$ cat config.mk
export PLATFORM = sky130hd
export DESIGN_NAME = teclado_matriz_scan
export DESIGN_NICKNAME = d
export VERILOG_FILES = /design/src/rtl/teclado_matriz_scan.sv
export SDC_FILE = /design/constraint.sdc
export NUM_CORES = 1
export LEC_CHECK = 0
export ABC_AREA = 0
export BUFFER_PORTS_ARGS = -buffer_cell sky130_fd_sc_hd__buf_2
export CAP_MARGIN = 20
export CORE_ASPECT_RATIO = 0.8
export CORE_UTILIZATION = 50
export CTS_BUF_LIST = sky130_fd_sc_hd__clkbuf_16
export CTS_CLUSTER_SIZE = 28
export DETAILED_ROUTE_END_ITERATION = 16
export GPL_TIMING_DRIVEN = 0
export PLACE_DENSITY = 0.68
export SETUP_SLACK_MARGIN = 0.1
export SKIP_CTS_REPAIR_TIMING = 1
export SYNTH_ARGS = -nofsm -noshare
export SYNTH_HDL_FRONTEND = slang
export SYNTH_SLANG_ARGS = --single-unit
$ cat constraint.sdc
create_clock -name clk -period 6.96 [get_ports clk]
set_input_delay 0 -clock clk [delete_from_list [all_inputs] [get_ports clk]]
set_output_delay 0 -clock clk [all_outputs]
set_load 0.01 [all_outputs]
$ cat src/rtl/teclado_matriz_scan.sv
// 4x4 key matrix scanner: drives one column low at a time, synchronizes the rows,
// debounces press and release, and reports a key code with a one-cycle valid pulse.
module teclado_matriz_scan #(
  parameter int unsigned SCAN_DIV       = 50000,
  parameter int unsigned DEBOUNCE_TICKS = 10
) (
  input  logic       clk,
  input  logic       CH0,
  input  logic [3:0] ROW,
  output logic [3:0] COL,
  output logic [3:0] KEY_CODE,
  output logic       KEY_VALID,
  output logic       KEY_HELD
);

  localparam int unsigned TW = $clog2(SCAN_DIV);
  localparam int unsigned DW = $clog2(DEBOUNCE_TICKS + 1);
  localparam logic [TW-1:0] TICK_LAST = TW'(SCAN_DIV - 1);
  localparam logic [DW-1:0] DEB_LAST  = DW'(DEBOUNCE_TICKS);
  localparam bit DEB_ONE = (DEBOUNCE_TICKS == 1);

  typedef enum logic [1:0] {
    S_SCAN      = 2'd0,
    S_DEB_PRESS = 2'd1,
    S_PRESSED   = 2'd2,
    S_DEB_REL   = 2'd3
  } state_t;

  state_t          r_state;
  logic [TW-1:0]   r_tick_cnt;
  logic [DW-1:0]   r_deb_cnt;
  logic [3:0]      r_rs1;
  logic [3:0]      r_rs2;
  logic [1:0]      r_col_idx;
  logic [1:0]      r_row_idx;
  logic [3:0]      r_col;
  logic [3:0]      r_key_code;
  logic            r_key_valid;
  logic            r_key_held;

  state_t          w_state_nxt;
  logic [DW-1:0]   w_deb_nxt;
  logic [DW-1:0]   w_deb_inc;
  logic [1:0]      w_col_idx_nxt;
  logic [1:0]      w_row_idx_nxt;
  logic [1:0]      w_row_lo;
  logic [3:0]      w_code_nxt;
  logic            w_valid_nxt;
  logic            w_held_nxt;
  logic            w_tick;
  logic            w_row_bit;
  logic            w_accept;
  logic            w_release;
  logic            w_advance;

  assign w_tick    = (r_tick_cnt == TICK_LAST);
  assign w_row_bit = r_rs2[r_row_idx];

  // Lowest active (low) row index in the synchronized row vector.
  always_comb begin
    w_row_lo = 2'd0;
    for (int i = 3; i >= 0; i--) begin
      if (!r_rs2[i]) w_row_lo = 2'(i);
    end
  end

  // Next-state and next-output logic; every decision is gated by the scan tick.
  always_comb begin
    w_state_nxt   = r_state;
    w_deb_nxt     = r_deb_cnt;
    w_deb_inc     = (r_deb_cnt == DEB_LAST) ? r_deb_cnt : r_deb_cnt + DW'(1);
    w_col_idx_nxt = r_col_idx;
    w_row_idx_nxt = r_row_idx;
    w_code_nxt    = r_key_code;
    w_valid_nxt   = 1'b0;
    w_held_nxt    = r_key_held;
    w_accept      = 1'b0;
    w_release     = 1'b0;
    w_advance     = 1'b0;

    if (w_tick) begin
      unique case (r_state)
        S_SCAN: begin
          if (r_rs2 != 4'hF) begin
            w_row_idx_nxt = w_row_lo;
            w_deb_nxt     = DW'(1);
            if (DEB_ONE) w_accept = 1'b1;
            else         w_state_nxt = S_DEB_PRESS;
          end else begin
            w_advance = 1'b1;
          end
        end
        S_DEB_PRESS: begin
          if (!w_row_bit) begin
            w_deb_nxt = w_deb_inc;
            if (w_deb_inc == DEB_LAST) w_accept = 1'b1;
          end else begin
            w_state_nxt = S_SCAN;
            w_advance   = 1'b1;
          end
        end
        S_PRESSED: begin
          if (w_row_bit) begin
            w_deb_nxt = DW'(1);
            if (DEB_ONE) w_release = 1'b1;
            else         w_state_nxt = S_DEB_REL;
          end
        end
        S_DEB_REL: begin
          if (w_row_bit) begin
            w_deb_nxt = w_deb_inc;
            if (w_deb_inc == DEB_LAST) w_release = 1'b1;
          end else begin
            w_state_nxt = S_PRESSED;
          end
        end
        default: w_state_nxt = S_SCAN;
      endcase
    end

    if (w_accept) begin
      w_state_nxt = S_PRESSED;
      w_code_nxt  = {w_row_idx_nxt, r_col_idx};
      w_valid_nxt = 1'b1;
      w_held_nxt  = 1'b1;
    end
    if (w_release) begin
      w_state_nxt = S_SCAN;
      w_held_nxt  = 1'b0;
      w_advance   = 1'b1;
    end
    if (w_advance) w_col_idx_nxt = r_col_idx + 2'd1;
  end

  // State, counters, synchronizer and registered outputs.
  always_ff @(posedge clk or negedge CH0) begin
    if (!CH0) begin
      r_state     <= S_SCAN;
      r_tick_cnt  <= '0;
      r_deb_cnt   <= '0;
      r_rs1       <= 4'hF;
      r_rs2       <= 4'hF;
      r_col_idx   <= 2'd0;
      r_row_idx   <= 2'd0;
      r_col       <= 4'b1110;
      r_key_code  <= 4'd0;
      r_key_valid <= 1'b0;
      r_key_held  <= 1'b0;
    end else begin
      r_rs1       <= ROW;
      r_rs2       <= r_rs1;
      r_tick_cnt  <= w_tick ? '0 : r_tick_cnt + TW'(1);
      r_state     <= w_state_nxt;
      r_deb_cnt   <= w_deb_nxt;
      r_col_idx   <= w_col_idx_nxt;
      r_row_idx   <= w_row_idx_nxt;
      r_col       <= ~(4'b0001 << w_col_idx_nxt);
      r_key_code  <= w_code_nxt;
      r_key_valid <= w_valid_nxt;
      r_key_held  <= w_held_nxt;
    end
  end

  assign COL       = r_col;
  assign KEY_CODE  = r_key_code;
  assign KEY_VALID = r_key_valid;
  assign KEY_HELD  = r_key_held;

endmodule

==> results of run 1 <==
==> placed cells by master (no fill, tap or decap), drive strengths merged, types with 3 or more instances in the layout <==
| cell | count |
|---|---|
| a21oi | 5 |
| a31oi | 5 |
| and2 | 3 |
| and3 | 3 |
| buf | 15 |
| clkbuf | 9 |
| dfrtp | 33 |
| dfstp | 11 |
| dlygate4sd3 | 5 |
| ha | 3 |
| inv | 10 |
| mux2 | 4 |
| nand2 | 10 |
| nand2b | 3 |
| nand3 | 13 |
| nand4 | 3 |
| nor2 | 19 |
| nor3 | 3 |
| nor4 | 4 |
| o21ai | 12 |
| or3 | 3 |
| or4 | 3 |
| xnor2 | 10 |
| xor2 | 4 |
==> power breakdown <==
group	leakage (nW)	total [mW]	switching, mW	internal, mW
logic	0.415	0.0110	0.00701	0.00397
registers	0.562	0.262	0.00159	0.260
clock network	0.0660	0.232	0.0985	0.133
==> per-stage QoR <==
stage          instance area [um2]  utilization
6_report                      2440        0.625
3_3_place_gp                  2240        0.574
2_1_floorplan                 2100            -
4_1_cts                       2390        0.612
3_5_place_dp                  2240        0.574
5_1_grt                       2440        0.625
==> state kept, by name, summed over array words and instances (netlist names), 2 cells and up <==
name	count
r_state	2
COL	4
r_col_idx	2
r_deb_cnt	4
r_rs2	4
r_rs1	4
KEY_CODE	4
r_tick_cnt	16
r_row_idx	2
==> layout make-up <==
cell class / count / area share
sequential: 44 / 0.457
buffer: 4 / 0.00615
clock buffer: 5 / 0.0513
inverter: 10 / 0.0154
multi-input combinational: 133 / 0.381
tap: 55 / 0.0282
clock inverter: 3 / 0.00974
timing repair buffer: 20 / 0.0513
==> how the worst max path moves through the flow <==
stage / start / end / slack [ps] / cells after the start
detailed placement: r_deb_cnt[0] / KEY_CODE[3] / 4280 / 7
global route: r_deb_cnt[0] / KEY_CODE[3] / 4070 / 7
finish: r_deb_cnt[0] / KEY_CODE[3] / 4230 / 7
floorplan: r_deb_cnt[0] / KEY_CODE[0] / 4520 / 7
CTS: r_deb_cnt[0] / KEY_CODE[3] / 4230 / 7
global placement: r_deb_cnt[0] / KEY_CODE[3] / 4330 / 7
==> cells by family after synthesis <==
logic type / after synthesis
compound gates: 34
xor+xnor: 14
fa+ha+maj: 3
buf+inv: 14
flops: 44
mux: 7
simple gates: 75
==> per-layer routing <==
| layer | part of all wire | global-route usage | routed length, um | up-vias |
|---|---|---|---|---|
| met5 | 0 | 0 | 0 | - |
| li1 | - | - | - | 740 |
| met4 | 0.0080 | 0.0701 | 32 | 0 |
| met3 | 0.033 | 0.0658 | 132 | 4 |
| met2 | 0.48 | 0.328 | 1920 | 37 |
| met1 | 0.48 | 0.297 | 1920 | 723 |
==> summary.txt, run 1 <==
Status
  – Status: finished clean

Synthesis
  – Top cells by area, synth: dfrtp_1 39%, dfstp_2 14%, xnor2_1 4.2%, nor2_1 3.4%, nand3_1 3.1%
  – Share of the synthesized area in the top cell type: 0.394
  – Post-Synth Adder-Cell Area: 0.0179
  – Syn Nets: 200
  – Post-synth top cells: 33 x dfrtp_1, 19 x nor2_1, 13 x nand3_1
  – Compound-cell area share of the yosys netlist: 0.107
  – Synth warn: 0
  – Avg Synthesized Cell Area: 11.0 um2
  – EDFF count, synth: 0
  – Post-synthesis simple-gate area fraction: 0.217
  – Post-Syn Area: 2100 um2
  – Main combinational cell family by area after synthesis: simple AND/OR/NAND/NOR gates
  – Post-synthesis mux area share: 0.0436
  – Cells after Synth: 191
  – Post-synthesis cell type count: 47
  – Number of synthesized register bits: 44
  – Most frequent cell after synthesis: dfrtp_1
  – Share of synthesized registers carrying an async set or reset: 1.00
  – Sequential area share after synthesis: 0.532
  – Xor/xnor cell area share of the yosys netlist: 0.0585
  – Area leader, netlist: dfrtp_1
  – Synth Flop Type: dfrtp_1

Final layout
  – Area of the multi-input gates: 930 um2
  – Synthesis-to-finish area growth: 16.3%
  – Layout cell share with drive strength beyond 1: 0.215
  – FILL cells: ~330
  – Register area: between 1000 and 1500 um2
  – Final std cells w/o fill: 274
  – Diodes inserted: 0
  – Final net count: 227

Floorplanning
  – Die W: between 70 and 80 um
  – DIE HEIGHT: 59.9 um
  – I/O pins: 16
  – Area of the core: 3900 um2
  – Num rows: 20
  – Die area: 4460 um2
  – Initial Util: 0.537

Critical path
  – CP peak stage delay: ~640 ps
  – Crit path launch type: flip-flop
  – Worst reg2reg setup slack: 4230 ps
  – Reg2reg end: KEY_CODE[3]
  – Worst path bufs/invs: 1
  – Worst Path Class, Setup: reg -> reg
  – CP arrival: 2900 ps
  – CP top delay family: simple AND/OR/NAND/NOR gates
  – Reg-to-Reg Start: r_deb_cnt[0]
  – Worst-path fanout max: 7
  – Crit-path cells: inv_1 -> ha_1 -> or4b_2 -> o211ai_1 -> nand4_4 -> nor3_4 -> mux2_2
  – CP max stage cell: or4b_2
  – WP data required: slightly above 7000 ps
  – CP Capture Type: flip-flop
  – FF-to-FF path depth: 7

Place
  – IO buf count: 15
  – DP HPWL: 2.76 mm
  – Post-place setup slack: between 4000 and 5000 ps
  – Dpl cells: ~260
  – GPL Wtd Cong: 0.789

Timing
  – Relative slew slack: 0.374
  – Worst Tran Pin Value: between 900 and 1000 ps
  – Setup TNS: 0 ps
  – FMAX: 367 MHz
  – Fin Hold WS: 354 ps
  – Slack of the critical path: 4230 ps
  – Final worst-path cycle share: 0.392
  – Skew final: 4.05 ps
  – Max-slew violations: 0
  – Unrepaired setup endpoints after global routing: no
  – Final Hold Vio Count: 0
  – Final setup violation count: 0
  – Fin crit period: about 2700 ps

Clock network
  – Htree depth: 2
  – Clock Path Buffers: 2
  – Num CTS Buffers: 5
  – Sink Count: 44
  – Clock Latency Late Sink: 280 ps
  – CTS Root Cell: clkbuf_16
  – CTS tree: done
  – Clock transition at path regs: 60 ps

Hold path
  – Hold Path Cell Cnt: 2
  – Worst hold path type: in -> reg
  – Hold Crit Start: ROW[2]
  – Hold-critical path endpoint: r_rs1[2]

Global routing
  – Antenna violations before repair: 0
  – GRT overflow: 0
  – Vias in the first global route: 1496
  – First-pass GRT wire length: roughly 7.0 mm
  – Largest net degree at the start of global routing: 45
  – Gr usage total: 0.216

Routing
  – DRC viols: 0
  – Via total after detailed routing: 1504
  – Routed Antenna Nets: 0
  – Mean number of vias per cell: 5.49
  – Drt wl/cell: 14.6 um
  – DR iter-0 viols: 102
  – Router iterations before antenna repair: 4
  – Post-Route WL: ~4 mm

Job
  – Max_cap viols: 0

Pwr
  – Pwr dens: between 200 and 250 nW/um2
  – Total power: 0.505 mW
  – Static leakage: 1.04 nW
  – Maximum vdd drop: approximately 160 uV
Power figures use the tool's default switching activity.
==> run 2, diff against run 1 <==
--- a/config.mk
+++ b/config.mk
@@ -14,7 +14,7 @@
 export CTS_CLUSTER_SIZE = 28
 export DETAILED_ROUTE_END_ITERATION = 16
 export GPL_TIMING_DRIVEN = 0
-export PLACE_DENSITY = 0.68
+export PLACE_DENSITY = 0.71
 export SETUP_SLACK_MARGIN = 0.1
 export SKIP_CTS_REPAIR_TIMING = 1
 export SYNTH_ARGS = -nofsm -noshare
==> constraint.sdc (replaced) <==
create_clock -name clk -period 2.35 [get_ports clk]
set_input_delay 0 -clock clk [delete_from_list [all_inputs] [get_ports clk]]
set_output_delay 0 -clock clk [all_outputs]
set_load 0.01 [all_outputs]
==> summary.txt, run 2 (synthesis gave the netlist of run 1 again) <==
Status
  – Status: complete, but fails checks
  – Failing checks: setup timing

Floorplanning
  – Die W: 74.4 um (unchanged)
  – I/O pins: 16 (unchanged)
  – DIE HEIGHT: 59.9 um (unchanged)
  – Num rows: 20 (unchanged)
  – Area of the core: 3900 um2 (unchanged)
  – Initial Util: 0.537 (unchanged)
  – Die area: 4460 um2 (unchanged)

Global routing
  – M1 GR Usage: 0.295 (-0.00250)
  – Met2 GRT Util: 0.317 (-0.0116)
  – Antenna violations before repair: 0 (unchanged)
  – Global route hottest layer: met2
  – Largest net degree at the start of global routing: 45 (unchanged)
  – GRT overflow: 0 (unchanged)
  – First-pass GRT wire length: 6.82 mm (-2.5%)
  – Met3 usage: 0.0455 (-0.0202)
  – Vias in the first global route: 1420 (-5.1%)
  – Gr usage total: 0.207 (-0.00920)

Timing
  – Worst Tran Pin Value: 945 ps (+6.35 ps)
  – Unrepaired setup endpoints after global routing: yes
  – Final worst-path cycle share: 1.00 (+0.609)
  – Skew final: 5.50 ps (+1.45 ps)
  – Fin crit period: 2350 ps (-375 ps)
  – Final Hold Vio Count: 0 (unchanged)
  – Relative slew slack: 0.370 (-0.00423)
  – Slack of the critical path: -0.676 ps (-4240 ps)
  – FMAX: 425 MHz (+16%)
  – Final setup violation count: 1 (+1)
  – Max-slew violations: 0 (unchanged)
  – Setup TNS: -0.676 ps (-0.676 ps)

Critical path
  – Crit-path cells: or4bb_4 -> or4_4 -> o32ai_4 -> a22oi_2 -> mux2_4
  – Worst-path fanout max: 4 (-3)
  – Worst reg2reg setup slack: -0.7 ps (-4240 ps)
  – Crit path launch type: flip-flop
  – CP peak stage delay: 590 ps (-50 ps)
  – CP Capture Type: flip-flop
  – WP data required: 2520 ps (-4610 ps)
  – Worst Path Class, Setup: reg -> reg
  – CP max stage cell: or4bb_4
  – CP arrival: 2520 ps (-380 ps)

Place
  – GPL Wtd Cong: 0.825 (+4.6%)
  – DP HPWL: 2.80 mm (+1.6%)
  – IO buf count: 15 (unchanged)

Routing
  – Post-Route WL: 4.29 mm (+7.4%)
  – Router iterations before antenna repair: 4 (unchanged)
  – DRC viols: 0 (unchanged)
  – Drt wl/cell: 14.7 um (+0.41%)
  – DR iter-0 viols: 141 (+38%)
  – Via total after detailed routing: 1629 (+8.3%)
  – Mean number of vias per cell: 5.56 (+1.3%)
  – Routed Antenna Nets: 0 (unchanged)

Final layout
  – Commonest non-fill, non-tap cell in the layout: dfrtp_1
  – Top reg by flops: r_tick_cnt
  – Synthesis-to-finish area growth: 29.0%
  – Max reg flops: 16 (unchanged)
  – Layout Utilization: 0.693 (+0.0679)
  – FILL cells: 293 (-11%)
  – Final net count: 246 (+8.4%)
  – Layout cell share with drive strength beyond 1: 0.332 (+0.117)
  – Most frequent cells in the layout: 30 x dfrtp_1, 20 x buf_4, 19 x nor2_1
  – Diodes inserted: 0 (unchanged)

Hold path
  – Worst hold path type: reg -> reg

Pwr
  – Total power: 1.58 mW (+210%)
  – Pwr dens: 583 nW/um2 (+180%)
  – Maximum vdd drop: 411 uV (+160%)
  – Static leakage: 1.19 nW (+14%)

Clock network
  – Clock Path Buffers: 2 (unchanged)
  – Clock transition at path regs: 60 ps (about the same)
  – CTS tree: done
  – CTS Root Cell: clkbuf_16
  – Num CTS Buffers: 5 (unchanged)
  – Htree depth: 2 (unchanged)
  – Sink Count: 44 (unchanged)
  – Clock Latency Late Sink: 280 ps (about the same)

Job
  – Max_cap viols: 0 (unchanged)
==> run 2: worst max-delay path, delay by kind of cell, from the launching register on <==
kind	cells	cell delay, ps
flops	1	410
compound gates	2	400
mux	1	260
simple gates	2	1170
==> run 2: cell type report <==
cell class	count	area, um2	area share
Timing Repair Buffer	39	280	0.104
Buffer	4	22.5	0.00833
Multi-Input combinational cell	133	1010	0.374
Clock buffer	5	125	0.0463
Clock inverter	3	38.8	0.0143
Sequential cell	44	1120	0.414
Tap cell	55	68.8	0.0254
Inverter	10	40.0	0.0148
==> run 2: routing by layer <==
layer  vias up  routed length [um]
li1        778                   -
met1       797                1970
met2        49                2070
met3         5                 222
met4         0                  31
met5         -                   0
==> run 2: metrics by stage <==
step | worst slack [ps] | cells | instance area [um2] | hold WS (ps)
after floorplan | 106 | 191 | 2120 | -296
after global placement | -74.6 | 261 | 2260 | 104
after detailed placement | -104 | 261 | 2260 | 107
after CTS | -124 | 269 | 2420 | -184
after global routing | -52.0 | 293 | 2710 | 362
final | -0.676 | 293 | 2710 | 351
==> run 2: power by group <==
part | switching [mW] | total, mW | internal, mW
registers | 0.00571 | 0.776 | 0.771
clock network | 0.269 | 0.764 | 0.495
logic | 0.0219 | 0.0364 | 0.0145
==> run 2: worst paths after layout <==
path                                 from            to  cells past startpoint
max in group asynchronous             CH0  r_deb_cnt[1]                      2
min in group asynchronous             CH0      KEY_HELD                      2
max reg2reg                r_tick_cnt[13]   KEY_CODE[2]                      5
max                        r_tick_cnt[13]   KEY_CODE[2]                      5
min                              r_rs1[1]      r_rs2[1]                      0
min reg2reg                      r_rs1[1]      r_rs2[1]                      0
